**src/rtl/pipeline_stall_ctrl.sv**
```systemverilog
// pipeline_stall_ctrl
// Central stall/flush sequencer for the 5-stage MIPS pipeline. Merges
// load-use hazards, taken-branch flushes, data-memory waits and
// fixed-latency mult/div occupancy of EX into one set of per-stage
// register enables and bubble-insert flushes. It also keeps a saturating
// count of cycles in which the PC was frozen.
//
// Handshake note: mem_req/mem_ready is a plain request/complete pair. A
// data-memory access in MEM is outstanding while mem_req=1 and mem_ready=0.
// The whole pipeline freezes for that time. The access retires on the
// cycle where mem_req=1 and mem_ready=1. mem_ready is ignored while
// mem_req=0.
//
// Enables and flushes are Mealy outputs: they depend on the registered
// state and on the current inputs. A stall therefore takes effect in the
// same cycle in which it is detected.
module pipeline_stall_ctrl #(
  parameter int MDU_LAT = 4,   // cycles a mult/div occupies EX (2..15)
  parameter int CNT_W   = 4,   // must hold MDU_LAT-1
  parameter int PERF_W  = 16   // stall-cycle counter width
) (
  input  logic              clk,
  input  logic              rst,
  input  logic [4:0]        id_rs,
  input  logic [4:0]        id_rt,
  input  logic              id_uses_rt,
  input  logic [4:0]        ex_rt,
  input  logic              ex_memread,
  input  logic              ex_branch_taken,
  input  logic              mem_req,
  input  logic              mem_ready,
  input  logic              id_mdu_start,
  output logic              pc_en,
  output logic              ifid_en,
  output logic              idex_en,
  output logic              exmem_en,
  output logic              memwb_en,
  output logic              ifid_flush,
  output logic              idex_flush,
  output logic              exmem_flush,
  output logic [1:0]        ctrl_state,
  output logic [PERF_W-1:0] stall_count
);

  typedef enum logic [1:0] {
    RUN      = 2'd0,
    MEM_WAIT = 2'd1,
    MDU_WAIT = 2'd2
  } state_t;

  localparam logic [CNT_W-1:0] MDU_LOAD = CNT_W'(MDU_LAT - 1);

  state_t            state, state_nxt;
  logic [CNT_W-1:0]  cnt, cnt_nxt;
  logic              memstall;
  logic              loaduse;
  logic              rs_match;
  logic              rt_match;

  // Hazard conditions seen this cycle. $0 is hard-wired zero and never
  // carries a dependency.
  always_comb begin
    memstall = mem_req & ~mem_ready;
    rs_match = (ex_rt == id_rs);
    rt_match = id_uses_rt & (ex_rt == id_rt);
    loaduse  = ex_memread & (ex_rt != 5'd0) & (rs_match | rt_match);
  end

  // Next-state and Mealy enable/flush decode.
  always_comb begin
    state_nxt   = state;
    cnt_nxt     = cnt;
    pc_en       = 1'b1;
    ifid_en     = 1'b1;
    idex_en     = 1'b1;
    exmem_en    = 1'b1;
    memwb_en    = 1'b1;
    ifid_flush  = 1'b0;
    idex_flush  = 1'b0;
    exmem_flush = 1'b0;

    if (rst) begin
      // Outputs stay at defaults while reset is held. The register
      // block applies the actual reset values.
      state_nxt = RUN;
      cnt_nxt   = '0;
    end else begin
      unique case (state)
        // RUN and MEM_WAIT share the same decode. MEM_WAIT differs
        // only in that the pipeline is already frozen when entered.
        // Branch and load-use inputs held during the wait are
        // evaluated on the release cycle.
        RUN, MEM_WAIT: begin
          if (memstall) begin
            pc_en     = 1'b0;
            ifid_en   = 1'b0;
            idex_en   = 1'b0;
            exmem_en  = 1'b0;
            memwb_en  = 1'b0;
            state_nxt = MEM_WAIT;
          end else if (ex_branch_taken) begin
            // Squash the wrong-path instructions in IF and ID. This
            // also drops any hazard or MDU start raised from ID.
            ifid_flush = 1'b1;
            idex_flush = 1'b1;
            state_nxt  = RUN;
          end else if (loaduse) begin
            // Hold IF/ID for one cycle and send a bubble into EX.
            // The load leaves EX, so the hazard clears next cycle.
            pc_en      = 1'b0;
            ifid_en    = 1'b0;
            idex_flush = 1'b1;
            state_nxt  = RUN;
          end else if (id_mdu_start) begin
            // The mult/div instruction enters EX this edge and stays
            // there for MDU_LAT cycles in total.
            cnt_nxt   = MDU_LOAD;
            state_nxt = MDU_WAIT;
          end else begin
            state_nxt = RUN;
          end
        end

        // The mult/div instruction occupies EX. Younger instructions
        // are held, and bubbles drain into MEM behind it.
        MDU_WAIT: begin
          if (memstall) begin
            pc_en    = 1'b0;
            ifid_en  = 1'b0;
            idex_en  = 1'b0;
            exmem_en = 1'b0;
            memwb_en = 1'b0;
          end else if (cnt != '0) begin
            pc_en       = 1'b0;
            ifid_en     = 1'b0;
            idex_en     = 1'b0;
            exmem_flush = 1'b1;
            cnt_nxt     = cnt - 1'b1;
          end else begin
            state_nxt = RUN;
          end
        end

        default: begin
          state_nxt = RUN;
          cnt_nxt   = '0;
        end
      endcase
    end
  end

  // FSM state and MDU occupancy counter registers.
  always_ff @(posedge clk) begin
    if (rst) begin
      state <= RUN;
      cnt   <= '0;
    end else begin
      state <= state_nxt;
      cnt   <= cnt_nxt;
    end
  end

  // Saturating count of cycles with the PC frozen.
  always_ff @(posedge clk) begin
    if (rst) begin
      stall_count <= '0;
    end else if (!pc_en && !(&stall_count)) begin
      stall_count <= stall_count + 1'b1;
    end
  end

  // Expose the registered state for debug and checker binding.
  always_comb begin
    ctrl_state = state;
  end

endmodule

```
**config.mk**
```make
export PLATFORM = sky130hd
export DESIGN_NAME = pipeline_stall_ctrl
export DESIGN_NICKNAME = d
export VERILOG_FILES = /design/src/rtl/pipeline_stall_ctrl.sv
export SDC_FILE = /design/constraint.sdc
export NUM_CORES = 1
export LEC_CHECK = 0
export BUFFER_PORTS_ARGS = -buffer_cell sky130_fd_sc_hd__buf_2
export CAP_MARGIN = 20
export CORE_MARGIN = 5
export CORE_UTILIZATION = 51
export CTS_BUF_LIST = sky130_fd_sc_hd__clkbuf_4
export DETAILED_ROUTE_END_ITERATION = 10
export HOLD_SLACK_MARGIN = 0.15
export PLACE_DENSITY_LB_ADDON = 0.12
export RECOVER_POWER = 50
export SLEW_MARGIN = 40
export SYNTH_ARGS = -nofsm -noshare
export SYNTH_HDL_FRONTEND = slang
export SYNTH_SLANG_ARGS = --single-unit
export TNS_END_PERCENT = 100
```
**constraint.sdc**
```tcl
create_clock -name clk -period 2.7 [get_ports clk]
set_input_delay 0.27 -clock clk [delete_from_list [all_inputs] [get_ports clk]]
set_output_delay 0.27 -clock clk [all_outputs]
set_load 0.1 [all_outputs]
```
Word-level counts from Yosys, hierarchy flattened
Cells that the tools add are included.
- flip-flop bits (word level): 22
- bits in latches: 0
- memory bits (writable): 0
- memory bits (read-only): 0
- input bits: 23
- memories kept: 0
- $add $sub $neg: 2
- $mul: 0
- divide/modulo/power cells: 0
- order comparisons: 0
- equal/unequal tests: 11
- shifts and indexed selects: 0
- muxes and demuxes: 39
- bitwise gates (word level): 6
- reduce and logical (&&, ||, !) cells: 11
- operators by type and width (kind ; number):
    4-bit two-way mux ; 6
    1-bit two-way mux ; 23
    16-bit by 1-bit adder with 16-bit output, second input constant ; 1
    16-bit AND reduction ; 1
    2-bit inequality test, second input constant ; 7
    2-bit two-way mux ; 6
    5-bit equality test ; 2
    4-bit one-hot mux with 2 select lines ; 1
    6-bit AND reduction ; 1
    5-bit nonzero test ; 1
    1-bit AND ; 4
    1-bit one-hot mux with 2 select lines ; 2
    2-bit one-hot mux with 2 select lines ; 1
    4-bit nonzero test ; 1
    4-bit by 1-bit subtractor with 4-bit output, second input constant ; 1
    3-bit OR reduction ; 1
    2-bit by 1-bit equality test with 1-bit output, second input constant ; 1
    2-bit equality test, second input constant ; 1
    1-bit zero test ; 2
    2-bit zero test ; 1
    2-bit AND reduction ; 1
    2-bit OR reduction ; 1
    1-bit logical AND ; 1
    1-bit NOT ; 1
    1-bit bitwise OR ; 1

Depth between registers and ports, before layout
- word-level depth: 11
- mapped depth: 10

Worst setup path before layout
No wires, ideal clock.
- path type: flip-flop to output port
- from: reg state[1], in the netlist ctrl_state[1]
- to: out exmem_flush
- arrival: 4323 ps
- data required time: 2430 ps
- setup slack: -1893 ps
- stages on the path, launching flop included: 4
- path buffers: 1
- cells stage by stage: dfxtp_1 -> clkbuf_1 -> nand2b_1 -> nor4_1
- cells in the longest elaborated chain, start to end: 3
- RTL lines (item ; line ; text):
    from (decl) ; 53 ; state_t state, state_nxt;
    from (signal assigned) ; 158 ; state <= state_nxt;
    2-bit equality test ; 88 ; unique case (state)
    1-bit two-way mux ; 88 ;
    1-bit two-way mux ; 82 ; if (rst) begin
    to (decl) ; 40 ; output logic exmem_flush,
Every way passes these cells.

Worst setup path after layout
- from: reg cnt[0]
- to: out pc_en
- cells in the longest elaborated chain, start to end: 5
- RTL lines (item ; line ; text):
    from (decl) ; 54 ; logic [CNT_W-1:0] cnt, cnt_nxt;
    from (signal assigned) ; 159 ; cnt <= cnt_nxt;
    4-bit nonzero test ; 133 ; end else if (cnt != '0) begin
    1-bit two-way mux ; 133 ;
    1-bit two-way mux ; 127 ; if (memstall) begin
    1-bit one-hot mux with 2 select lines ; 88 ;
    1-bit two-way mux ; 82 ;
    to (decl) ; 33 ; output logic pc_en,
Every way passes these cells.

==> metrics.md <==
| Metric | Value |
|---|---|
| Dominant cell by count in the synthesized netlist | `dfxtp_1` |
| Worst-margin pin slew | `1.172 ns` |
| Yosys top cell by area | `dfxtp_1` |
| Required @ worst endpoint | `2.43 ns` |
| Top Ports | `49` |
| Syn nets | `between 150 and 200` |
| Status | `finished, final reports clean` |
| Router iterations before antenna repair | `4` |
| Hold Path Sink | `ctrl_state[0]` |
| Fin crit share | `96.76%` |
| Post-Syn Area | `1366 sq um` |
| Pin count of the biggest net entering global routing | `25` |
| Yosys warns | `0` |
| Gpl congestion | `0.8084` |
| Antenna-violating nets left | `0` |
| Core area | `~2500 sq um` |
| Sw Share | `between 30% and 40%` |
| GRT Resource Usage Total | `between 20% and 30%` |
| Commonest cells in the netlist | `22 x dfxtp_1, 18 x nand2_1, 17 x nor2_1` |
| Post-synth EDFFs | `0` |
| Cell Pwr Density | `409.1 nW/um^2` |
| Final hold violation count | `0` |
| HP Start | `mem_req` |
| Setup TNS | `0 ns` |
| H-tree depth | `1` |
| Max FO, Critical Path | `10` |
| Max cap viols | `0` |
| FF-to-FF path depth | `8` |
| Critical path class | `flip-flop to output pin` |
| Initial antenna violation count | `0` |
| Die area | `3814 sq um` |
| Crit path launch type | `flip-flop` |
| Wirelength per Cell | `around 14 microns` |
| Setup violators final | `0` |
| Synth Register Bits | `22` |
| GRT overflow | `0` |
| CTS buffer count | `3` |
| Comb power frac | `between 20% and 30%` |
| Sw Pwr | `about 0.24 mW` |
| Hold Crit Depth | `3` |
| First-pass GRT wire length | `between 5 and 6 mm` |
| Port Buf Inserts | `48` |
| Clk_lat worst skew | `about 0.3 ns` |
| Clk pwr share | `roughly 22%` |
| CTS tree | `built` |
| Flop-to-flop setup slack | `0.41 ns` |
| Layout cells sized above 1 | `between 10% and 20%` |
| Worst endpoint data arrival time | `~2.3 ns` |
| Vias in the first global route | `1379` |
| Synth-to-Final Area Change | `22.07%` |
| Max Root-Sink Buffers | `2` |
| Initial DRC count | `99` |
| Critical Path End Type | `output pin` |
| Starting Density | `between 50% and 60%` |
| VDD IR max | `0.2664 mV` |
| Final hold slack | `0.3760 ns` |
| Final net count | `243` |
| Post-DP HPWL | `2.720 mm` |
| Detailed-route via count | `1407` |
| Share of power burned in registers | `49.9%` |
| RSZ-0062 raised after global routing | `true` |
| N_diodes | `0` |
| Top_reg_cell synth | `dfxtp_1` |
| Yosys cell types | `46` |
| Vias/cell | `5.696` |
| Post-Syn Area per Cell | `7.990 sq um` |
| Fmax | `382.8 MHz` |
| Post-Synthesis Cells | `approximately 170` |
| Worst-path clk slew | `0.12 ns` |
| Min-delay worst type | `input pin to flip-flop` |
| RR Startpoint | `stall_count[0]` |
| Worst Skew | `between 0.001 and 0.0015 ns` |
| Async SR Flop Fraction | `0%` |
| Minimum clock period | `roughly 2.6 ns` |
| Clock root cell | `clkbuf_4` |
| Static leakage | `0.5912 nW` |
| DRC | `0` |
| # clock sinks | `22` |
| Synth top area share | `32.23%` |
| Area contributors post-synth | `dfxtp_1 32%, xnor2_1 9.0%, nand2_1 4.9%` |
| WL final | `3.380 mm` |
| Rel. slew slack | `22.19%` |
| Site Rows | `18` |
| Tot Pwr | `between 0.6 and 0.7 mW` |
| Fin. max-slew vios | `0` |
| Die Ht | `61.76 microns` |
| Placed Cells | `243` |
| Die span in x | `61.76 microns` |
| Reg-to-reg critical path endpoint | `stall_count[4]` |
| Internal Power | `0.4410 mW` |
| Cts hold-fix bufs | `0` |
| Post-synthesis sequential area ratio | `32.23%` |
| Final non-filler cell total | `247` |
==> layout by cell type (no fill, tap or decap), types with 3 or more instances in the layout <==
master / count
xnor2_1: 14
nor2_1: 17
a21oi_1: 12
mux2i_1: 3
nand2b_1: 4
buf_2: 27
dfxtp_1: 20
nand4_1: 4
o21ai_0: 6
nand2_1: 18
o31ai_1: 3
or4_1: 4
clkbuf_1: 21
inv_1: 6
clkbuf_4: 3
xor2_1: 4
nand3_1: 4
==> layout make-up <==
class / count / area (sq um)
multi-input cells: 136 / 914.6
fillers: 229 / 854.6
flip-flops and latches: 22 / 445.4
repair buffers: 48 / 214.0
well taps: 30 / 37.54
inverters: 7 / 30.03
clock buffers: 3 / 22.52
clock inverters: 1 / 3.754
==> worst max-delay path: stages (launching register included) <==
cell,delay (ns)
dfxtp_1,0.34
inv_1,0.08
ha_2,0.19
nor3b_4,0.32
o21a_1,0.17
nor2b_2,0.06
clkinvlp_4,0.07
o31a_1,0.31
buf_2,0.49
==> per-stage QoR <==
stage	util, %	worst slack (ns)	area, sq um
floorplan	-	0.01165	1436
global placement	66.12	0.3953	1668
detailed placement	66.12	0.3669	1668
CTS	67.16	0.08442	1694
global route	66.12	-0.07170	1668
finish	66.12	0.08748	1668
==> per-layer routing <==
metal	GRT usage, %	vias up	wire length [microns]	part of all wire, %
li1	-	712	-	-
met1	26.85	652	1569	46
met2	33.33	41	1552	46
met3	4.752	2	246	7.3
met4	4.545	0	12	0.36
met5	0	-	0	0
==> state kept, by name, summed over array words and instances (netlist names) <==
name,flops
cnt,4
ctrl_state,2
stall_count,16
==> power groups by stage <==
stage / clock (mW) / combinational [mW] / sequential, mW
3_5_place_dp: 0 / 0.191 / 0.348
2_1_floorplan: 0 / 0.133 / 0.367
6_report: 0.153 / 0.189 / 0.340
3_3_place_gp: 0 / 0.186 / 0.347
5_1_grt: 0.172 / 0.205 / 0.342
4_1_cts: 0.160 / 0.192 / 0.340
==> how the worst max path moves through the flow <==
stage | start | to | cells past startpoint
6_report | cnt[0] | pc_en | 8
5_1_grt | cnt[0] | pc_en | 8
4_1_cts | cnt[0] | ifid_en | 8
3_5_place_dp | ex_rt[0] | ifid_en | 5
3_3_place_gp | ex_rt[0] | ifid_en | 5
2_1_floorplan | cnt[0] | stall_count[13] | 10
==> timing repair <==
item,in CTS,in global routing
buffers inserted,0,0
endpoints found under the setup margin,0,2
resized for setup,0,0
==> kinds of logic after synthesis <==
kind of cell,Yosys count,synth area share (%)
AO/OA/AOI/OAI,41,20.33
AND/OR/NAND/NOR,72,27.65
multiplexers,3,2.198
flip-flops,22,32.23
buffers and inverters,13,4.212
XOR/XNOR,18,11.54
adder cells (fa/ha/maj),2,1.831
Power figures use the tool's default switching activity.
